### src/rtl/mult_div_unit_pkg.sv
// Shared definitions for the multiply/divide unit.
//   op_e    : operation encoding on the op port
//   state_e : FSM state encoding
//   ITER    : number of shift iterations (one result bit per cycle)
package mult_div_unit_pkg;

  typedef enum logic [1:0] {
    OP_MULT  = 2'b00,
    OP_MULTU = 2'b01,
    OP_DIV   = 2'b10,
    OP_DIVU  = 2'b11
  } op_e;

  typedef enum logic [1:0] {
    S_IDLE = 2'b00,
    S_RUN  = 2'b01,
    S_FIX  = 2'b10,
    S_DONE = 2'b11
  } state_e;

  localparam int ITER = 32;

  function automatic logic is_div(input op_e op);
    return op[1];
  endfunction

  // MULT and DIV are the signed flavours (op bit 0 clear).
  function automatic logic is_signed_op(input op_e op);
    return ~op[0];
  endfunction

endpackage

### src/rtl/mult_div_unit_if.sv
// Request/result bundle of the multiply/divide unit.
//   master : drives start/op/A/B, observes busy/done/div_by_zero/HI/LO
//   slave  : the unit itself
interface mult_div_unit_if #(parameter int WIDTH = 32);
  logic             start;
  logic [1:0]       op;
  logic [WIDTH-1:0] A;
  logic [WIDTH-1:0] B;
  logic             busy;
  logic             done;
  logic             div_by_zero;
  logic [WIDTH-1:0] HI;
  logic [WIDTH-1:0] LO;

  modport master (output start, op, A, B,
                  input  busy, done, div_by_zero, HI, LO);
  modport slave  (input  start, op, A, B,
                  output busy, done, div_by_zero, HI, LO);
endinterface

### src/rtl/mdu_sign_fix.sv
// Conditional two's-complement negate.
//   din  : value in
//   neg  : 1 -> dout = -din, 0 -> dout = din
//   dout : value out
// Used both to take operand magnitudes and to restore result signs.
module mdu_sign_fix #(parameter int W = 32) (
  input  logic [W-1:0] din,
  input  logic         neg,
  output logic [W-1:0] dout
);
  assign dout = neg ? (~din + {{(W-1){1'b0}}, 1'b1}) : din;
endmodule

### src/rtl/mult_div_unit.sv
// Iterative 32-bit multiply/divide unit (MULT, MULTU, DIV, DIVU).
//   clk   : rising-edge clock
//   reset : synchronous active-high reset
//   bus   : slave side of mult_div_unit_if (start/op/A/B in,
//           busy/done/div_by_zero/HI/LO out)
// Signed operations work on magnitudes; signs are restored in FIX.
// A divide by zero bypasses the datapath and reports one cycle later.
module mult_div_unit
  import mult_div_unit_pkg::*;
#(
  parameter int WIDTH = 32
) (
  input  logic           clk,
  input  logic           reset,
  mult_div_unit_if.slave bus
);
  localparam int W = WIDTH;

  state_e         state;
  logic [5:0]     cnt;
  logic           is_mul;
  logic           res_neg;   // product / quotient sign
  logic           rem_neg;   // remainder follows dividend sign
  logic           dbz_pend;
  logic [W-1:0]   b_mag;
  logic [2*W-1:0] acc;       // mult: {partial hi, multiplier}; div: {rem, quot}
  logic [W-1:0]   hi, lo;
  logic           busy_r, done_r, dbz_r;

  // operand magnitudes, taken straight from the request
  op_e          op_in;
  logic         sgn_in;
  logic [W-1:0] a_mag_in, b_mag_in;

  assign op_in  = op_e'(bus.op);
  assign sgn_in = is_signed_op(op_in);

  mdu_sign_fix #(.W(W)) u_abs_a (.din(bus.A), .neg(sgn_in & bus.A[W-1]), .dout(a_mag_in));
  mdu_sign_fix #(.W(W)) u_abs_b (.din(bus.B), .neg(sgn_in & bus.B[W-1]), .dout(b_mag_in));

  // shift-add step: add multiplicand when the low bit is set, then shift right
  logic [W:0]     add_sum;
  logic [2*W-1:0] mul_next;
  assign add_sum  = {1'b0, acc[2*W-1:W]} + {1'b0, b_mag};
  assign mul_next = acc[0] ? {add_sum, acc[W-1:1]} : {1'b0, acc[2*W-1:1]};

  // restoring divide step; remainder is always < divisor, so the
  // shifted value fits W+1 bits and the difference fits W bits
  logic [W:0]     sh;
  logic           ge;
  logic [W-1:0]   rem_sub;
  logic [2*W-1:0] div_next;
  assign sh       = {acc[2*W-1:W], acc[W-1]};
  assign ge       = (sh >= {1'b0, b_mag});
  assign rem_sub  = sh[W-1:0] - b_mag;
  assign div_next = ge ? {rem_sub, acc[W-2:0], 1'b1} : {sh[W-1:0], acc[W-2:0], 1'b0};

  // result sign correction
  logic [2*W-1:0] prod_fix;
  logic [W-1:0]   quo_fix, rem_fix;

  mdu_sign_fix #(.W(2*W)) u_fix_prod (.din(acc),          .neg(res_neg), .dout(prod_fix));
  mdu_sign_fix #(.W(W))   u_fix_quo  (.din(acc[W-1:0]),   .neg(res_neg), .dout(quo_fix));
  mdu_sign_fix #(.W(W))   u_fix_rem  (.din(acc[2*W-1:W]), .neg(rem_neg), .dout(rem_fix));

  always_ff @(posedge clk) begin
    if (reset) begin
      state    <= S_IDLE;
      cnt      <= '0;
      is_mul   <= 1'b0;
      res_neg  <= 1'b0;
      rem_neg  <= 1'b0;
      dbz_pend <= 1'b0;
      b_mag    <= '0;
      acc      <= '0;
      hi       <= '0;
      lo       <= '0;
      busy_r   <= 1'b0;
      done_r   <= 1'b0;
      dbz_r    <= 1'b0;
    end else begin
      case (state)
        S_IDLE, S_DONE: begin
          done_r <= 1'b0;
          dbz_r  <= 1'b0;
          state  <= S_IDLE;
          if (dbz_pend) begin
            // divide-by-zero accepted last edge: report it, HI/LO untouched
            dbz_pend <= 1'b0;
            state    <= S_DONE;
            done_r   <= 1'b1;
            dbz_r    <= 1'b1;
          end else if (bus.start) begin
            if (is_div(op_in) && (bus.B == '0)) begin
              dbz_pend <= 1'b1;
            end else begin
              state   <= S_RUN;
              busy_r  <= 1'b1;
              cnt     <= '0;
              acc     <= {{W{1'b0}}, a_mag_in};
              b_mag   <= b_mag_in;
              is_mul  <= ~is_div(op_in);
              res_neg <= sgn_in & (bus.A[W-1] ^ bus.B[W-1]);
              rem_neg <= sgn_in & bus.A[W-1];
            end
          end
        end
        S_RUN: begin
          acc <= is_mul ? mul_next : div_next;
          cnt <= cnt + 6'd1;
          if (cnt == 6'(ITER - 1)) state <= S_FIX;
        end
        S_FIX: begin
          if (is_mul) begin
            {hi, lo} <= prod_fix;
          end else begin
            hi <= rem_fix;
            lo <= quo_fix;
          end
          busy_r <= 1'b0;
          done_r <= 1'b1;
          state  <= S_DONE;
        end
        default: state <= S_IDLE;
      endcase
    end
  end

  assign bus.busy        = busy_r;
  assign bus.done        = done_r;
  assign bus.div_by_zero = dbz_r;
  assign bus.HI          = hi;
  assign bus.LO          = lo;

endmodule

### src/flat_wrapper.sv
// flat-port wrapper written by rule: the top's interface ports become plain ports
module mult_div_unit_flat import mult_div_unit_pkg::*;
#(
  parameter int WIDTH = 32
)
  (clk, reset, bus_start, bus_op, bus_A, bus_B, bus_busy, bus_done, bus_div_by_zero, bus_HI, bus_LO);
  mult_div_unit_if #(.WIDTH(WIDTH)) bus_i ();
  input  logic clk;
  input  logic reset;
  input wire logic [$bits(bus_i.start)-1:0] bus_start;
  input wire logic [$bits(bus_i.op)-1:0] bus_op;
  input wire logic [$bits(bus_i.A)-1:0] bus_A;
  input wire logic [$bits(bus_i.B)-1:0] bus_B;
  output wire logic [$bits(bus_i.busy)-1:0] bus_busy;
  output wire logic [$bits(bus_i.done)-1:0] bus_done;
  output wire logic [$bits(bus_i.div_by_zero)-1:0] bus_div_by_zero;
  output wire logic [$bits(bus_i.HI)-1:0] bus_HI;
  output wire logic [$bits(bus_i.LO)-1:0] bus_LO;
  assign bus_i.start = bus_start;
  assign bus_i.op = bus_op;
  assign bus_i.A = bus_A;
  assign bus_i.B = bus_B;
  assign bus_busy = bus_i.busy;
  assign bus_done = bus_i.done;
  assign bus_div_by_zero = bus_i.div_by_zero;
  assign bus_HI = bus_i.HI;
  assign bus_LO = bus_i.LO;
  mult_div_unit #(.WIDTH(WIDTH)) u_core (.clk(clk), .reset(reset), .bus(bus_i));
endmodule
### config.mk
export PLATFORM = sky130hd
export DESIGN_NAME = mult_div_unit_flat
export DESIGN_NICKNAME = d
export VERILOG_FILES = /design/src/rtl/mult_div_unit_pkg.sv /design/src/rtl/mult_div_unit_if.sv /design/src/rtl/mdu_sign_fix.sv /design/src/rtl/mult_div_unit.sv /design/src/flat_wrapper.sv
export SDC_FILE = /design/constraint.sdc
export NUM_CORES = 1
export LEC_CHECK = 0
export CORE_MARGIN = 2
export CORE_UTILIZATION = 45
export CTS_CLUSTER_SIZE = 8
export DETAILED_ROUTE_END_ITERATION = 16
export PLACE_DENSITY = 0.7
export SLEW_MARGIN = 0
export SYNTH_ARGS = -nofsm -noshare
export SYNTH_HDL_FRONTEND = slang
export SYNTH_HIERARCHICAL = 1
export SYNTH_SLANG_ARGS = --single-unit
### constraint.sdc
create_clock -name clk -period 2.65 [get_ports clk]
set_input_delay 0.53 -clock clk [delete_from_list [all_inputs] [get_ports clk]]
set_output_delay 0.53 -clock clk [all_outputs]
set_load 0.03 [all_outputs]
==> results.txt, run 1 <==
Ant. Diodes: 0
Total Routing Usage GR: 29.2%
Endpoint kind of the worst setup timing path: register
Number of flops mapped to enable cells by yosys: 0
I/O Buffers: 135
Crit path required time: 3000 ps
Yosys warning count: 6
Clock tree from TritonCTS: yes
Worst-case vdd ir drop: 0.688 mV
H-Tree Depth: 4
Pwr/cell area: 1070 nW/um2
Clock latency reported for the late side of the worst-skew pair: 470 ps
Final Cell Area: 23600 um2
Kind of critical path: reg -> reg
Starting utilization of the core area: 45.9%
Status: complete, but fails checks
Hold Path Class: reg -> reg
Worst rel slew slack: 46.9%
Number of distinct standard cells referenced by the synthesized netlist: 88
Fin Hold WS: 484 ps
Post-synthesis share of cell area spent on full adders, half adders and majority gates: 5.74%
Initial DRC Count: 1569
Syn_area_per_cell: 7.89 um2
Layout cell share with drive strength beyond 1: 30.7%
Dpl cells: 2936
Die width: 195 um
Area delta synth->final: 44.1%
Total negative slack: -7660 ps
Worst path setup slack after routing: -359 ps
Most instantiated flip-flop cell in the synthesis netlist: sky130_fd_sc_hd__dfxtp_1
Sum of net half-perimeters after detailed placement: 41900 um
Maximum fanout count along the critical path: 5
Max clock buf depth: 2
GPL Wtd Cong: 0.951
Register bit total from synthesis: 175
Final standard cell count with taps included and fillers excluded: 3030
Clock buffers created by TritonCTS: 17
Highest clock frequency the design can meet: 332 MHz
Share of synthesized cell area in and, or, nand and nor gates: 20.7%
Xor and xnor fraction of the mapped netlist area: 12.8%
Gate count of the mapped netlist: 2078
Share of the synthesized area in compound gates (AO/OA/AOI/OAI): 27.6%
Net total in the final layout: 2699
Worst-path clk slew: 80 ps
Portion of the post-synthesis area used by sequential elements: 21.4%
Core Rows: 69
Period utilisation layout: 114%
Net count of the mapped netlist: 2221
Count of unresolved DRC violations after routing: 0
Setup violations, final: 34
Clk Tree Root Cell: sky130_fd_sc_hd__clkbuf_16
Post-detailed-route count of antenna-violating nets: 0
Maxcap violations: 0
Dominant combinational cell family by area after synthesis: compound AO/OA/AOI/OAI gates
Routed wirelength normalized by instance count: 19.0 um
IO Pins: 136
Hold Violations, Final: 0
Startpoint types: register
Routed via count: 17955
Leakage Power: 8.99 nW
Detailed Route WL: 57600 um
Instance area after placement: 21000 um2
Global-route wire length before repair: 89800 um
Placeable core region: 35700 um2
Die Area: 38000 um2
Failing checks: negative setup slack
GR Overflow Total: 0
Share of synthesized flip-flops with an asynchronous set or reset: 0%
TritonCTS sink count: 175
Via count of the first global-routing pass: 16945
Height of the die: 195 um
Fill count: 2875
Final worst clock skew: 15.2 ps
Final standard cell utilization of the core: 66.1%
Data arrival time of the worst path: 3360 ps
Number of iterations in the first detailed-routing pass: 5
Initial antenna violation count: 0
Synth Cell Area: 16400 um2
Vias per cell: 5.93
Tightest Pin Transition: 797 ps
Pin count of the biggest net entering global routing: 97
Post-layout min period: 3010 ps
Number of max-slew violations in the final report: 0
Share of cell area taken by muxes after synthesis: 7.00%
Setup repair after global routing missed its margin: true
## cells in the final DEF (no fill, tap or decap), types with 28 or more instances in the layout
cell | synthesis | layout
sky130_fd_sc_hd__a211oi_1 | 75 | 71
sky130_fd_sc_hd__a21oi_1 | 149 | 123
sky130_fd_sc_hd__buf_4 | 6 | 407
sky130_fd_sc_hd__clkdlybuf4s50_1 | 0 | 134
sky130_fd_sc_hd__dfxtp_1 | 175 | 135
sky130_fd_sc_hd__ha_1 | 72 | 35
sky130_fd_sc_hd__ha_4 | 0 | 33
sky130_fd_sc_hd__inv_1 | 63 | 52
sky130_fd_sc_hd__mux2i_1 | 108 | 107
sky130_fd_sc_hd__nand2_1 | 272 | 263
sky130_fd_sc_hd__nand3_1 | 37 | 35
sky130_fd_sc_hd__nand4_1 | 28 | 28
sky130_fd_sc_hd__nor2_1 | 134 | 128
sky130_fd_sc_hd__o211ai_1 | 63 | 63
sky130_fd_sc_hd__o21ai_0 | 104 | 83
sky130_fd_sc_hd__o31ai_1 | 51 | 42
sky130_fd_sc_hd__xnor2_1 | 211 | 205
## layer usage
| layer | global-route usage [%] | vias to the layer above | part of all wire [%] |
|---|---|---|---|
| met5 | 0 | - | 0 |
| met4 | 9.02 | 0 | 2.4 |
| met3 | 4.01 | 110 | 7.8 |
| met2 | 45.4 | 740 | 44 |
| met1 | 41.7 | 8491 | 46 |
| li1 | - | 8614 | - |
## power by group
| group | switching, mW | internal (mW) |
|---|---|---|
| Clock | 1.28 | 1.34 |
| Sequential | 0.505 | 3.32 |
| Combinational | 10.3 | 8.43 |
| Total | 12.1 | 13.1 |
## cell families after synthesis
logic type | after synthesis
compound gates | 631
flops | 175
fa+ha+maj | 74
buf+inv | 195
simple gates | 650
xor+xnor | 239
mux | 114
## synthesized netlist by cell type (all sizes together), types with 8 or more instances
library cell / n / area, um2
nor3: 23 / 125
a211oi: 78 / 601
mux2i: 108 / 1080
a21o: 19 / 143
a21oi: 152 / 780
nand2b: 23 / 151
o31ai: 55 / 442
or2b: 8 / 60.1
o41ai: 53 / 648
clkbuf: 92 / 345
ha: 72 / 901
nor2: 134 / 503
nor4: 41 / 509
nand2: 275 / 1040
o211ai: 63 / 473
o21bai: 10 / 86.3
o21ai: 112 / 561
nor2b: 18 / 113
a32o: 19 / 190
or3: 20 / 125
a31oi: 12 / 81.3
or4: 8 / 71.3
inv: 63 / 236
buf: 39 / 206
nand4: 31 / 221
o21a: 14 / 105
nand3: 38 / 195
dfxtp: 175 / 3500
xnor2: 211 / 1850
xor2: 28 / 245
## flip-flops by register name, indices dropped and copies added (netlist names)
register                flops
u_core/cnt                  6
u_core/b_mag               32
u_core/acc                 64
u_core/is_mul               1
u_core/dbz_pend             1
u_core/bus.LO              32
u_core/bus.HI              32
u_core/bus.done             1
u_core/res_neg              1
u_core/bus.busy             1
u_core/rem_neg              1
u_core/state                2
u_core/bus.div_by_zero      1
## final cells by class
cell class,count,area [um2],share of cell area (%)
multi-input cells,1708,13500,57.1
well taps,461,577,2.44
flip-flops and latches,175,3590,15.2
repair buffers,590,5140,21.8
clock inverters,13,129,0.545
inverters,64,245,1.04
clock buffers,19,464,1.96
## stage by stage
step | setup slack [ps] | power, mW
after floorplan | -63.0 | 13.4
after global placement | -510 | 18.8
after detailed placement | -550 | 19.0
after CTS | -234 | 24.0
after global routing | -419 | 26.6
final | -359 | 25.2
## final timing paths
| path | start | end | slack (ps) | cells after the start |
|---|---|---|---|---|
| setup reg to reg | u_core/b_mag[4] | u_core/acc[62] | -360 | 12 |
| hold / removal | u_core/bus.HI[22] | u_core/bus.HI[22] | 480 | 2 |
| setup / recovery | u_core/b_mag[4] | u_core/acc[62] | -360 | 12 |
| hold reg to reg | u_core/bus.HI[22] | u_core/bus.HI[22] | 480 | 2 |
## critical path: stages (launching register included)
cell	delay, ps
sky130_fd_sc_hd__dfxtp_1	400
sky130_fd_sc_hd__inv_1	70
sky130_fd_sc_hd__ha_1	390
sky130_fd_sc_hd__nor2_1	100
sky130_fd_sc_hd__a21oi_4	230
sky130_fd_sc_hd__nand3_4	120
sky130_fd_sc_hd__a211oi_4	310
sky130_fd_sc_hd__a311o_1	290
sky130_fd_sc_hd__nand2_2	110
sky130_fd_sc_hd__buf_4	170
sky130_fd_sc_hd__mux2_2	290
sky130_fd_sc_hd__a2111oi_4	310
sky130_fd_sc_hd__o21ai_1	110
## repair_timing
action / in CTS / in global routing
setup endpoints to repair: 40 / 52
setup buffers: 39 / 27
pin swaps: 131 / 83
gates resized for setup: 204 / 96
cloned: 4 / 0
hold buffers: 0 / 0
(Power assumes the default switching activity.)
==> run 2: changes to the inputs <==
--- a/config.mk
+++ b/config.mk
@@ -5,6 +5,7 @@
 export SDC_FILE = /design/constraint.sdc
 export NUM_CORES = 1
 export LEC_CHECK = 0
+export CAP_MARGIN = 20
 export CORE_MARGIN = 2
 export CORE_UTILIZATION = 45
 export CTS_CLUSTER_SIZE = 8
==> results of run 2 <==
Final layout, timing and power as in run 1 (identical DEF).
